`config.mk`:
```
export PLATFORM = sky130hd
export DESIGN_NAME = tone_bank_flat
export DESIGN_NICKNAME = d
export VERILOG_FILES = /design/src/rtl/tone_bank_if.sv /design/src/rtl/tone_bank.sv /design/src/flat_wrapper.sv
export SDC_FILE = /design/constraint.sdc
export NUM_CORES = 1
export LEC_CHECK = 0
export ABC_CLOCK_PERIOD_IN_PS = 4800
export CELL_PAD_IN_SITES_DETAIL_PLACEMENT = 1
export CELL_PAD_IN_SITES_GLOBAL_PLACEMENT = 2
export CORE_MARGIN = 5
export CORE_UTILIZATION = 30
export CTS_BUF_LIST = sky130_fd_sc_hd__clkbuf_8
export DETAILED_ROUTE_END_ITERATION = 6
export PLACE_DENSITY = 0.63
export SLEW_MARGIN = 10
export SYNTH_ARGS = -nofsm -noshare
export SYNTH_HDL_FRONTEND = slang
export SYNTH_SLANG_ARGS = --single-unit
```
`constraint.sdc`:
```
create_clock -name clk -period 4.8 [get_ports clk]
set_clock_uncertainty 0.1 [all_clocks]
set_input_delay 1.44 -clock clk [delete_from_list [all_inputs] [get_ports clk]]
set_output_delay 1.44 -clock clk [all_outputs]
set_load 0.02 [all_outputs]
```
`src/rtl/tone_bank_if.sv`:
```
// -----------------------------------------------------------------------------
// tone_bank_if
//   Half-period write bus for tone_bank.
//
//   Signals:
//     wr_en    write strobe, one clk cycle per write
//     wr_ch    channel index (indices >= NUM_CH are ignored by the slave)
//     wr_data  new half-period in clk cycles
//
//   Handshake: the bus has no ready signal. The slave accepts a write on every
//   rising clk edge where wr_en=1, so the master holds wr_en high for exactly
//   one cycle per write, with wr_ch/wr_data stable across that edge.
//
//   Modports:
//     master  drives the bus (controller / testbench)
//     slave   receives the bus (tone_bank)
// -----------------------------------------------------------------------------
interface tone_bank_if #(
  parameter int DIV_W = 18
) ();
  logic             wr_en;
  logic [3:0]       wr_ch;
  logic [DIV_W-1:0] wr_data;

  modport master (output wr_en, output wr_ch, output wr_data);
  modport slave  (input  wr_en, input  wr_ch, input  wr_data);
endinterface

```
`src/rtl/tone_bank.sv`:
```
// -----------------------------------------------------------------------------
// tone_bank
//   Polyphonic square-wave tone generator. NUM_CH identical channels, each with
//   a programmable half-period, synchronised key gating and a phase restart on
//   every key press. A first-order sigma-delta mixer merges all channels onto a
//   single output pin.
//
//   Ports:
//     clk      system clock, all logic on rising edge
//     reset_n  asynchronous active-low reset
//     key      raw asynchronous key levels, bit i gates channel i
//     wr_bus   half-period write bus (tone_bank_if.slave)
//     speaker  per-channel square wave, straight from the tone flops
//     mix_out  sigma-delta mix of all channels (lags speaker by 2 edges)
//     active   registered OR of synchronised keys
// -----------------------------------------------------------------------------
module tone_bank #(
  parameter int NUM_CH       = 5,
  parameter int DIV_W        = 18,
  parameter int DEFAULT_HALF = 191110
) (
  input  logic              clk,
  input  logic              reset_n,
  input  logic [NUM_CH-1:0] key,
  tone_bank_if.slave        wr_bus,
  output logic [NUM_CH-1:0] speaker,
  output logic              mix_out,
  output logic              active
);

  localparam int POP_W = $clog2(NUM_CH + 1);
  localparam int ACC_W = $clog2(2 * NUM_CH);
  // One spare bit so acc + pop never wraps before the threshold compare.
  localparam int SUM_W = ACC_W + 1;

  logic [NUM_CH-1:0] r_key_m;
  logic [NUM_CH-1:0] r_key_s;
  logic              r_active;

  logic [DIV_W-1:0]  r_half [NUM_CH];
  logic [DIV_W-1:0]  r_cnt  [NUM_CH];
  logic [NUM_CH-1:0] r_tone;

  logic [POP_W-1:0]  r_pop;
  logic [ACC_W-1:0]  r_acc;
  logic              r_mix;

  logic [DIV_W-1:0]  w_lim [NUM_CH];
  logic [POP_W-1:0]  w_pop;
  logic [SUM_W-1:0]  w_sum;

  // ---------------------------------------------------------------------------
  // Key synchroniser and activity flag
  // ---------------------------------------------------------------------------
  always_ff @(posedge clk or negedge reset_n) begin
    if (!reset_n) begin
      r_key_m  <= '0;
      r_key_s  <= '0;
      r_active <= 1'b0;
    end else begin
      r_key_m  <= key;
      r_key_s  <= r_key_m;
      r_active <= |r_key_s;
    end
  end

  // ---------------------------------------------------------------------------
  // Half-period registers. Matching against each channel's own index means an
  // out-of-range wr_ch simply matches nothing.
  // ---------------------------------------------------------------------------
  always_ff @(posedge clk or negedge reset_n) begin
    if (!reset_n) begin
      for (int i = 0; i < NUM_CH; i++) begin
        r_half[i] <= DIV_W'(DEFAULT_HALF);
      end
    end else begin
      for (int i = 0; i < NUM_CH; i++) begin
        if (wr_bus.wr_en && (wr_bus.wr_ch == 4'(i))) begin
          r_half[i] <= wr_bus.wr_data;
        end
      end
    end
  end

  // Terminal count is h_eff-1 with h_eff = max(half, 2); computed from the live
  // register so a mid-tone write takes effect on the very next compare.
  always_comb begin
    for (int i = 0; i < NUM_CH; i++) begin
      w_lim[i] = '0;
      if (r_half[i] < DIV_W'(2)) begin
        w_lim[i] = DIV_W'(1);
      end else begin
        w_lim[i] = r_half[i] - DIV_W'(1);
      end
    end
  end

  // ---------------------------------------------------------------------------
  // Channel counters. A released key clears both counter and tone, which is
  // what gives every press the same phase.
  // ---------------------------------------------------------------------------
  always_ff @(posedge clk or negedge reset_n) begin
    if (!reset_n) begin
      for (int i = 0; i < NUM_CH; i++) begin
        r_cnt[i] <= '0;
      end
      r_tone <= '0;
    end else begin
      for (int i = 0; i < NUM_CH; i++) begin
        if (!r_key_s[i]) begin
          r_cnt[i]  <= '0;
          r_tone[i] <= 1'b0;
        end else if (r_cnt[i] >= w_lim[i]) begin
          r_cnt[i]  <= '0;
          r_tone[i] <= ~r_tone[i];
        end else begin
          r_cnt[i]  <= r_cnt[i] + DIV_W'(1);
        end
      end
    end
  end

  // ---------------------------------------------------------------------------
  // Sigma-delta mixer: stage 1 registers the number of high channels, stage 2
  // accumulates it modulo NUM_CH and emits a 1 on each wrap. The accumulator
  // stays below NUM_CH, so pop=NUM_CH always wraps and pop=0 never does.
  // ---------------------------------------------------------------------------
  always_comb begin
    w_pop = '0;
    for (int i = 0; i < NUM_CH; i++) begin
      w_pop = w_pop + POP_W'(r_tone[i]);
    end
  end

  assign w_sum = SUM_W'(r_acc) + SUM_W'(r_pop);

  always_ff @(posedge clk or negedge reset_n) begin
    if (!reset_n) begin
      r_pop <= '0;
      r_acc <= '0;
      r_mix <= 1'b0;
    end else begin
      r_pop <= w_pop;
      if (w_sum >= SUM_W'(NUM_CH)) begin
        r_acc <= ACC_W'(w_sum - SUM_W'(NUM_CH));
        r_mix <= 1'b1;
      end else begin
        r_acc <= ACC_W'(w_sum);
        r_mix <= 1'b0;
      end
    end
  end

  assign speaker = r_tone;
  assign mix_out = r_mix;
  assign active  = r_active;

endmodule

```
`src/flat_wrapper.sv`:
```
// flat-port wrapper written by rule: the top's interface ports become plain ports
module tone_bank_flat 
#(
  parameter int NUM_CH       = 5,
  parameter int DIV_W        = 18,
  parameter int DEFAULT_HALF = 191110
)
  (clk, reset_n, key, speaker, mix_out, active, wr_bus_wr_en, wr_bus_wr_ch, wr_bus_wr_data);
  tone_bank_if #(.DIV_W(DIV_W)) wr_bus_i ();
  input  logic clk;
  input  logic reset_n;
  input  logic [NUM_CH-1:0] key;
  output logic [NUM_CH-1:0] speaker;
  output logic mix_out;
  output logic active;
  input wire logic [$bits(wr_bus_i.wr_en)-1:0] wr_bus_wr_en;
  input wire logic [$bits(wr_bus_i.wr_ch)-1:0] wr_bus_wr_ch;
  input wire logic [$bits(wr_bus_i.wr_data)-1:0] wr_bus_wr_data;
  assign wr_bus_i.wr_en = wr_bus_wr_en;
  assign wr_bus_i.wr_ch = wr_bus_wr_ch;
  assign wr_bus_i.wr_data = wr_bus_wr_data;
  tone_bank #(.NUM_CH(NUM_CH), .DIV_W(DIV_W), .DEFAULT_HALF(DEFAULT_HALF)) u_core (.clk(clk), .reset_n(reset_n), .key(key), .wr_bus(wr_bus_i), .speaker(speaker), .mix_out(mix_out), .active(active));
endmodule
```
### Word-level counts from Yosys, hierarchy flattened

Cells that the tools add are included.

* add/subtract/negate cells: 16
* $lt $le $gt $ge: 11
* eq/ne operators: 9
* multiplexer cells: 27
* bitwise gates (word level): 5
* reductions and logical operators: 7

Operator list (count)
* 18-bit 2-to-1 mux: 15
* 18-bit by 1-bit adder with 18-bit output, second input constant: 5
* 18-bit greater-or-equal comparator: 5
* 18-bit by 2-bit less-than comparator with 1-bit output, second input constant: 5
* 18-bit by 1-bit subtractor with 18-bit output, second input constant: 5
* 1-bit 2-to-1 mux: 11
* 2-bit != test, second input constant: 5
* 3-bit by 1-bit adder with 3-bit output: 3
* 4-bit by 2-bit equality test with 1-bit output, second input constant: 2
* 4-bit by 3-bit adder with 5-bit output: 1
* 5-bit by 3-bit greater-or-equal comparator with 1-bit output, second input constant: 1
* 1-bit logical AND: 5
* 1-bit inverter: 5
* 5-bit OR reduction: 1
* 4-bit by 1-bit equality test with 1-bit output, second input constant: 1
* 4-bit by 3-bit equality test with 1-bit output, second input constant: 1
* 4-bit zero test: 1
* 4-bit 2-to-1 mux: 1
* 4-bit by 3-bit subtractor with 4-bit output, second input constant: 1
* 1-bit by 1-bit adder with 2-bit output: 1

* bits in registers: 204
* input bits: 30
* output and inout bits: 7
* word-level logic and storage cells: 96

### Longest topological paths before layout

* word-level depth: 5
* depth in mapped cells: 16
* depth with buffers taken out: 13

### Worst setup path after synthesis

OpenSTA, ideal clock, no wires.

* kind: flip-flop to flip-flop
* start: reg u_core.r_half[5] (netlist bit)
* end: reg u_core.r_cnt[10] (netlist bit)
* library setup time: 0.072 ns
* arrival time: 3.490 ns
* required time: 4.628 ns
* path slack: 1.137 ns
* stages on the path, launching flop included: 14
* path buffers: 1
* period minus slack after synthesis: 3.663 ns
* cell sequence: dfrtp_1 or4_4 or3_4 or3_4 nor2_1 xor2_1 nand2_1 ha_1 a21oi_1 a21oi_1 a2111oi_0 o31ai_2 clkbuf_1 nor2_1

* cells in the longest elaborated chain, start to end: 5
* elaborated cells between the ends (all ways): 6
* classes of those cells: add/sub: 1; order compare: 2; mux: 3

RTL lines
* start, declared: RTL line tone_bank.sv:40 `logic [DIV_W-1:0] r_half [NUM_CH];`
* start signal, assigned by index: RTL line tone_bank.sv:74 `r_half[i] <= DIV_W'(DEFAULT_HALF);`
* start signal, assigned by index: RTL line tone_bank.sv:79 `r_half[i] <= wr_bus.wr_data;`
* 18-bit by 1-bit subtractor with 18-bit output / 18-bit by 2-bit less-than comparator with 1-bit output (equally long branches): RTL line tone_bank.sv:93, tone_bank.sv:90
* 18-bit 2-to-1 mux *: RTL line tone_bank.sv:90 `if (r_half[i] < DIV_W'(2)) begin`
* 18-bit greater-or-equal comparator *: RTL line tone_bank.sv:113 `end else if (r_cnt[i] >= w_lim[i]) begin`
* 18-bit 2-to-1 mux *: RTL line tone_bank.sv:113
* 18-bit 2-to-1 mux *: RTL line tone_bank.sv:110 `if (!r_key_s[i]) begin`
* end signal, assigned by index: RTL line tone_bank.sv:117 `r_cnt[i] <= r_cnt[i] + DIV_W'(1);`
* end, declared: RTL line tone_bank.sv:41 `logic [DIV_W-1:0] r_cnt [NUM_CH];`

Mark *: on every way between the ends. The rest lies on a longest branch, timed or not.
A chain may end at the register's enable or synchronous reset.

### Worst setup path in the final report

* start: reg u_core.r_half[59] (netlist bit)
* end: reg u_core.r_tone[1] (netlist: u_core.speaker[1])

* cells in the longest elaborated chain, start to end: 4
* elaborated cells between the ends (all ways): 5
* classes of those cells: add/sub: 1; order compare: 2; eq/ne: 1; mux: 1

RTL lines
* 18-bit by 1-bit subtractor with 18-bit output / 18-bit by 2-bit less-than comparator with 1-bit output (equally long branches): RTL line tone_bank.sv:93, tone_bank.sv:90
* 18-bit 2-to-1 mux *: RTL line tone_bank.sv:90
* 18-bit greater-or-equal comparator *: RTL line tone_bank.sv:113
* 2-bit != test (no line) *
* end signal, assigned by index: RTL line tone_bank.sv:115 `r_tone[i] <= ~r_tone[i];`
* end, declared: RTL line tone_bank.sv:42 `logic [NUM_CH-1:0] r_tone;`

Marked as above.

==> PnR_summary.wiki <==
{| class="wikitable"
! Metric !! Value
|-
| Post-Syn Instances || 1222
|-
| Max-cap violation count || 0
|-
| Outcome || finished clean
|-
| Via count of the first global-routing pass || 9707
|-
| Layout Area Growth over Synthesis || 16.3%
|-
| Switching share of total power || 32.3%
|-
| Maximum level of the CTS H-tree || 2
|-
| Hold-fix buffer count after cts || 0
|-
| Total inserted antenna cells || 0
|-
| Proportion of synthesized chip area in sequential cells || 42.5%
|-
| Worst Slack Setup Final || 0.737 ns
|-
| Multiplexer share of the synthesized area || 8.69%
|-
| Half-perimeter wire length after detailed placement || 23.4 mm
|-
| Largest cells by area after synthesis || sky130_fd_sc_hd__dfrtp_1 33%, sky130_fd_sc_hd__ha_1 11%, sky130_fd_sc_hd__dfstp_2 9.7%, sky130_fd_sc_hd__mux2_2 8.5%, sky130_fd_sc_hd__xor2_1 6.7%
|-
| Tightest Pin Transition || 0.943 ns
|-
| Number of enable flip-flop cells after synthesis || 0
|-
| Cell type with the largest total area after synthesis || sky130_fd_sc_hd__dfrtp_1
|-
| Post-synthesis area per instance || 9.94 sq um
|-
| Total setup violations reported at the end of the flow || 0
|-
| Number of DRC violations after detailed-routing iteration 0 || 328
|-
| Worst min path class || flip-flop to flip-flop
|-
| Hold-critical path depth || 0
|-
| Row Count || 73
|-
| Clock tree buffer depth || 3
|-
| Fraction of the mapped netlist area in compound gates || 4.45%
|-
| Synth warnings || 0
|-
| Largest family of logic cells by synthesized area || simple AND/OR/NAND/NOR gates
|-
| Clock network fraction of total power || 34.6%
|-
| Count of clock tree sinks || 204
|-
| Leakage || 6.41 nW
|-
| Inserted Clock Buffers || 42
|-
| Clock tree from TritonCTS || yes
|-
| Final Max Slew Viols || 0
|-
| Setup repair after global routing missed its margin || false
|-
| Cell at the root of the clock tree || sky130_fd_sc_hd__clkbuf_8
|-
| XOR/XNOR share of the synthesized area || 10.8%
|-
| Minimum clock period || 4.06 ns
|-
| Net count reported at finish || 1439
|-
| Unique cell type count in the Yosys netlist || 50
|-
| Number of filler instances in the final layout || 4516
|-
| Timing-limited maximum frequency || 246 MHz
|-
| Synth top area share || 32.8%
|-
| Top flip-flop cell by instance count after synthesis || sky130_fd_sc_hd__dfrtp_1
|-
| Fraction of the mapped netlist area in adder cells || 11.5%
|-
| Required time of the critical path || 5.16 ns
|-
| Data arrival time of the critical path || 4.42 ns
|-
| Post-synth top cells || 159 x sky130_fd_sc_hd__dfrtp_1, 151 x sky130_fd_sc_hd__nor2_1, 148 x sky130_fd_sc_hd__nand2_1
|-
| Clock slew at reported path FFs || 0.06 ns
|-
| Share of final-layout standard cells stronger than drive strength 1 || 17.4%
|-
| Internal power || 3.91 mW
|-
| Setup crit end kind || flip-flop
|-
| Accumulated negative setup slack || 0 ns
|-
| Netlist area before placement || 12100 sq um
|-
| Power per Cell Area || 408 nW/um^2
|-
| Initial core utilization || 30.4%
|-
| Overflow after GRT || 0
|-
| Asr flop ratio synth || 100%
|-
| Vias per std cell || 4.85
|-
| Simple-gate share of the synthesized area || 20.0%
|-
| Detailed-route wire length per cell || 17.0 um
|-
| Switching pwr || 1.87 mW
|-
| Synthesized Nets || 1362
|-
| Overall fraction of global-route tracks in use || 14.8%
|-
| Maximum ir drop on the vdd rail || 0.210 mV
|-
| Later-pin clock latency in the skew report || 0.59 ns
|-
| Final wirelength || 31.6 mm
|-
| First-pass GRT wire length || 52.9 mm
|-
| Fraction of the cycle the final worst path needs || 84.7%
|-
| Kind of start point of the critical path || flip-flop
|-
| Total count of hold-check failures in the final report || 0
|-
| Placer's final routability congestion estimate || 0.758
|-
| Portion of total power attributed to sequential cells || 40.0%
|-
| CP Max Fanout || 12
|-
| Remaining design rule violation count || 0
|-
| Logic pwr share || 25.4%
|-
| Reg2Reg Depth || 12
|-
| Area of the placeable core || 39900 sq um
|-
| First-pass detailed-route iteration total || 4
|-
| Number of buffers inserted by post-CTS setup repair || 0
|-
| Startpoint-to-endpoint class of the critical path || flip-flop to flip-flop
|-
| Maximum number of pins on one net before global-route repair || 92
|-
| Worst Setup Slack post-DPL || 0.735 ns
|-
| Number of antenna violations at the first check in global routing || 2
|-
| Total number of vias || 8998
|-
| Relative slew slack || 36.8%
|-
| Die outline height || 211 um
|-
| Overall die area || 44600 sq um
|-
| Input/output buffers || 36
|-
| Total power || 5.77 mW
|-
| Horizontal die dimension || 211 um
|-
| Count leader, synth || sky130_fd_sc_hd__dfrtp_1
|-
| Number of primary I/O pins || 37
|-
| # resized after CTS || 0
|-
| Flip-flop and latch count after synthesis || 204
|-
| Final antenna-violating net count || 0
|}
[cell usage in the layout (no fill, tap or decap), drive strengths merged, types with 4 or more instances in the layout]
cell type and count:
a21oi 34, dfstp 45, buf 17, nor3 49, clkdlybuf4s50 35, a2111oi 6, nor3b 6, nand2 148
ha 107, xnor2 57, nor2 151, nand3 54, inv 55, or3 10, a211oi 4, o31ai 5
nor2b 6, and3 14, or4 4, dfrtp 159, mux2 92, clkinv 6, nor4 12, o21ai 17
clkbuf 54, nand2b 14, xor2 93, a21o 11, nand4 33
[metal layers]
layer	part of all wire [%]	wire length, um	up-vias	global-route usage (%)
met5	0.041	13	-	0
met4	2.3	740	2	4.87
met3	3.9	1230	55	2.88
met2	44	14000	102	23.1
met1	50	15700	4435	20.6
li1	-	-	4404	-
[worst paths after layout]
path / to / slack [ns] / startpoint
setup reg to reg: u_core.speaker[1] / 0.74 / u_core.r_half[59]
setup / recovery: u_core.speaker[1] / 0.74 / u_core.r_half[59]
hold / removal: u_core.r_key_s[2] / 0.25 / u_core.r_key_m[2]
hold reg to reg: u_core.r_key_s[2] / 0.25 / u_core.r_key_m[2]
min in group asynchronous: u_core.r_cnt[28] / 0.77 / reset_n
max in group asynchronous: u_core.r_half[79] / 2.73 / reset_n
[flip-flops by register name, indices dropped and copies added (netlist names)]
register	cells
u_core.r_cnt	90
u_core.r_key_m	5
u_core.speaker	5
u_core.r_key_s	5
u_core.r_half	90
u_core.r_acc	4
u_core.r_pop	3
u_core.active	1
u_core.mix_out	1
[power groups by stage]
| stage | Sequential [mW] | Clock (mW) | Combinational (mW) |
|---|---|---|---|
| 6_report | 2.31 | 1.99 | 1.47 |
| 2_1_floorplan | 2.26 | 0 | 1.10 |
| 3_5_place_dp | 2.35 | 0 | 1.50 |
| 4_1_cts | 2.32 | 2.09 | 1.52 |
| 3_3_place_gp | 2.34 | 0 | 1.47 |
| 5_1_grt | 2.35 | 2.17 | 1.71 |
[per-stage QoR]
stage	hold WS (ns)	cell area, sq um	utilization [%]	std cells
final	0.247	14100	35.4	1856
after global routing	0.262	14100	35.4	1856
after CTS	0.250	14100	35.4	1856
after detailed placement	0.236	13200	33.1	1780
after global placement	0.233	13200	33.1	1780
after floorplan	0.231	12100	-	1222
[kinds of logic (layout without fill, tap and decap cells)]
family          after synthesis  count (layout)
simple gates                516             516
xor+xnor                    150             150
compound gates               85              85
fa+ha+maj                   110             110
buf+inv                      63             172
mux                          94              94
flops                       204             204
[cell type report]
class / instances / area [sq um] / share of cell area (%)
clock buffer: 54 / 743 / 5.26
clock inverter: 22 / 180 / 1.28
inverter: 44 / 165 / 1.17
multi-input combinational: 955 / 6740 / 47.7
sequential: 204 / 5160 / 36.5
tap: 525 / 657 / 4.65
timing repair buffer: 52 / 485 / 3.44
[worst max-delay path: stages (launching register included)]
cell and delay [ns]:
sky130_fd_sc_hd__dfrtp_1 0.44, sky130_fd_sc_hd__nor4_1 0.40, sky130_fd_sc_hd__nor4b_1 0.55, sky130_fd_sc_hd__nand3_1 0.26
sky130_fd_sc_hd__nor3_1 0.24, sky130_fd_sc_hd__xor2_1 0.16, sky130_fd_sc_hd__nand2_1 0.07, sky130_fd_sc_hd__ha_1 0.31
sky130_fd_sc_hd__a21oi_1 0.14, sky130_fd_sc_hd__nand2_1 0.07, sky130_fd_sc_hd__a2111oi_0 0.52, sky130_fd_sc_hd__o31ai_2 0.34
sky130_fd_sc_hd__mux2_2 0.35
Power figures use the tool's default switching activity.
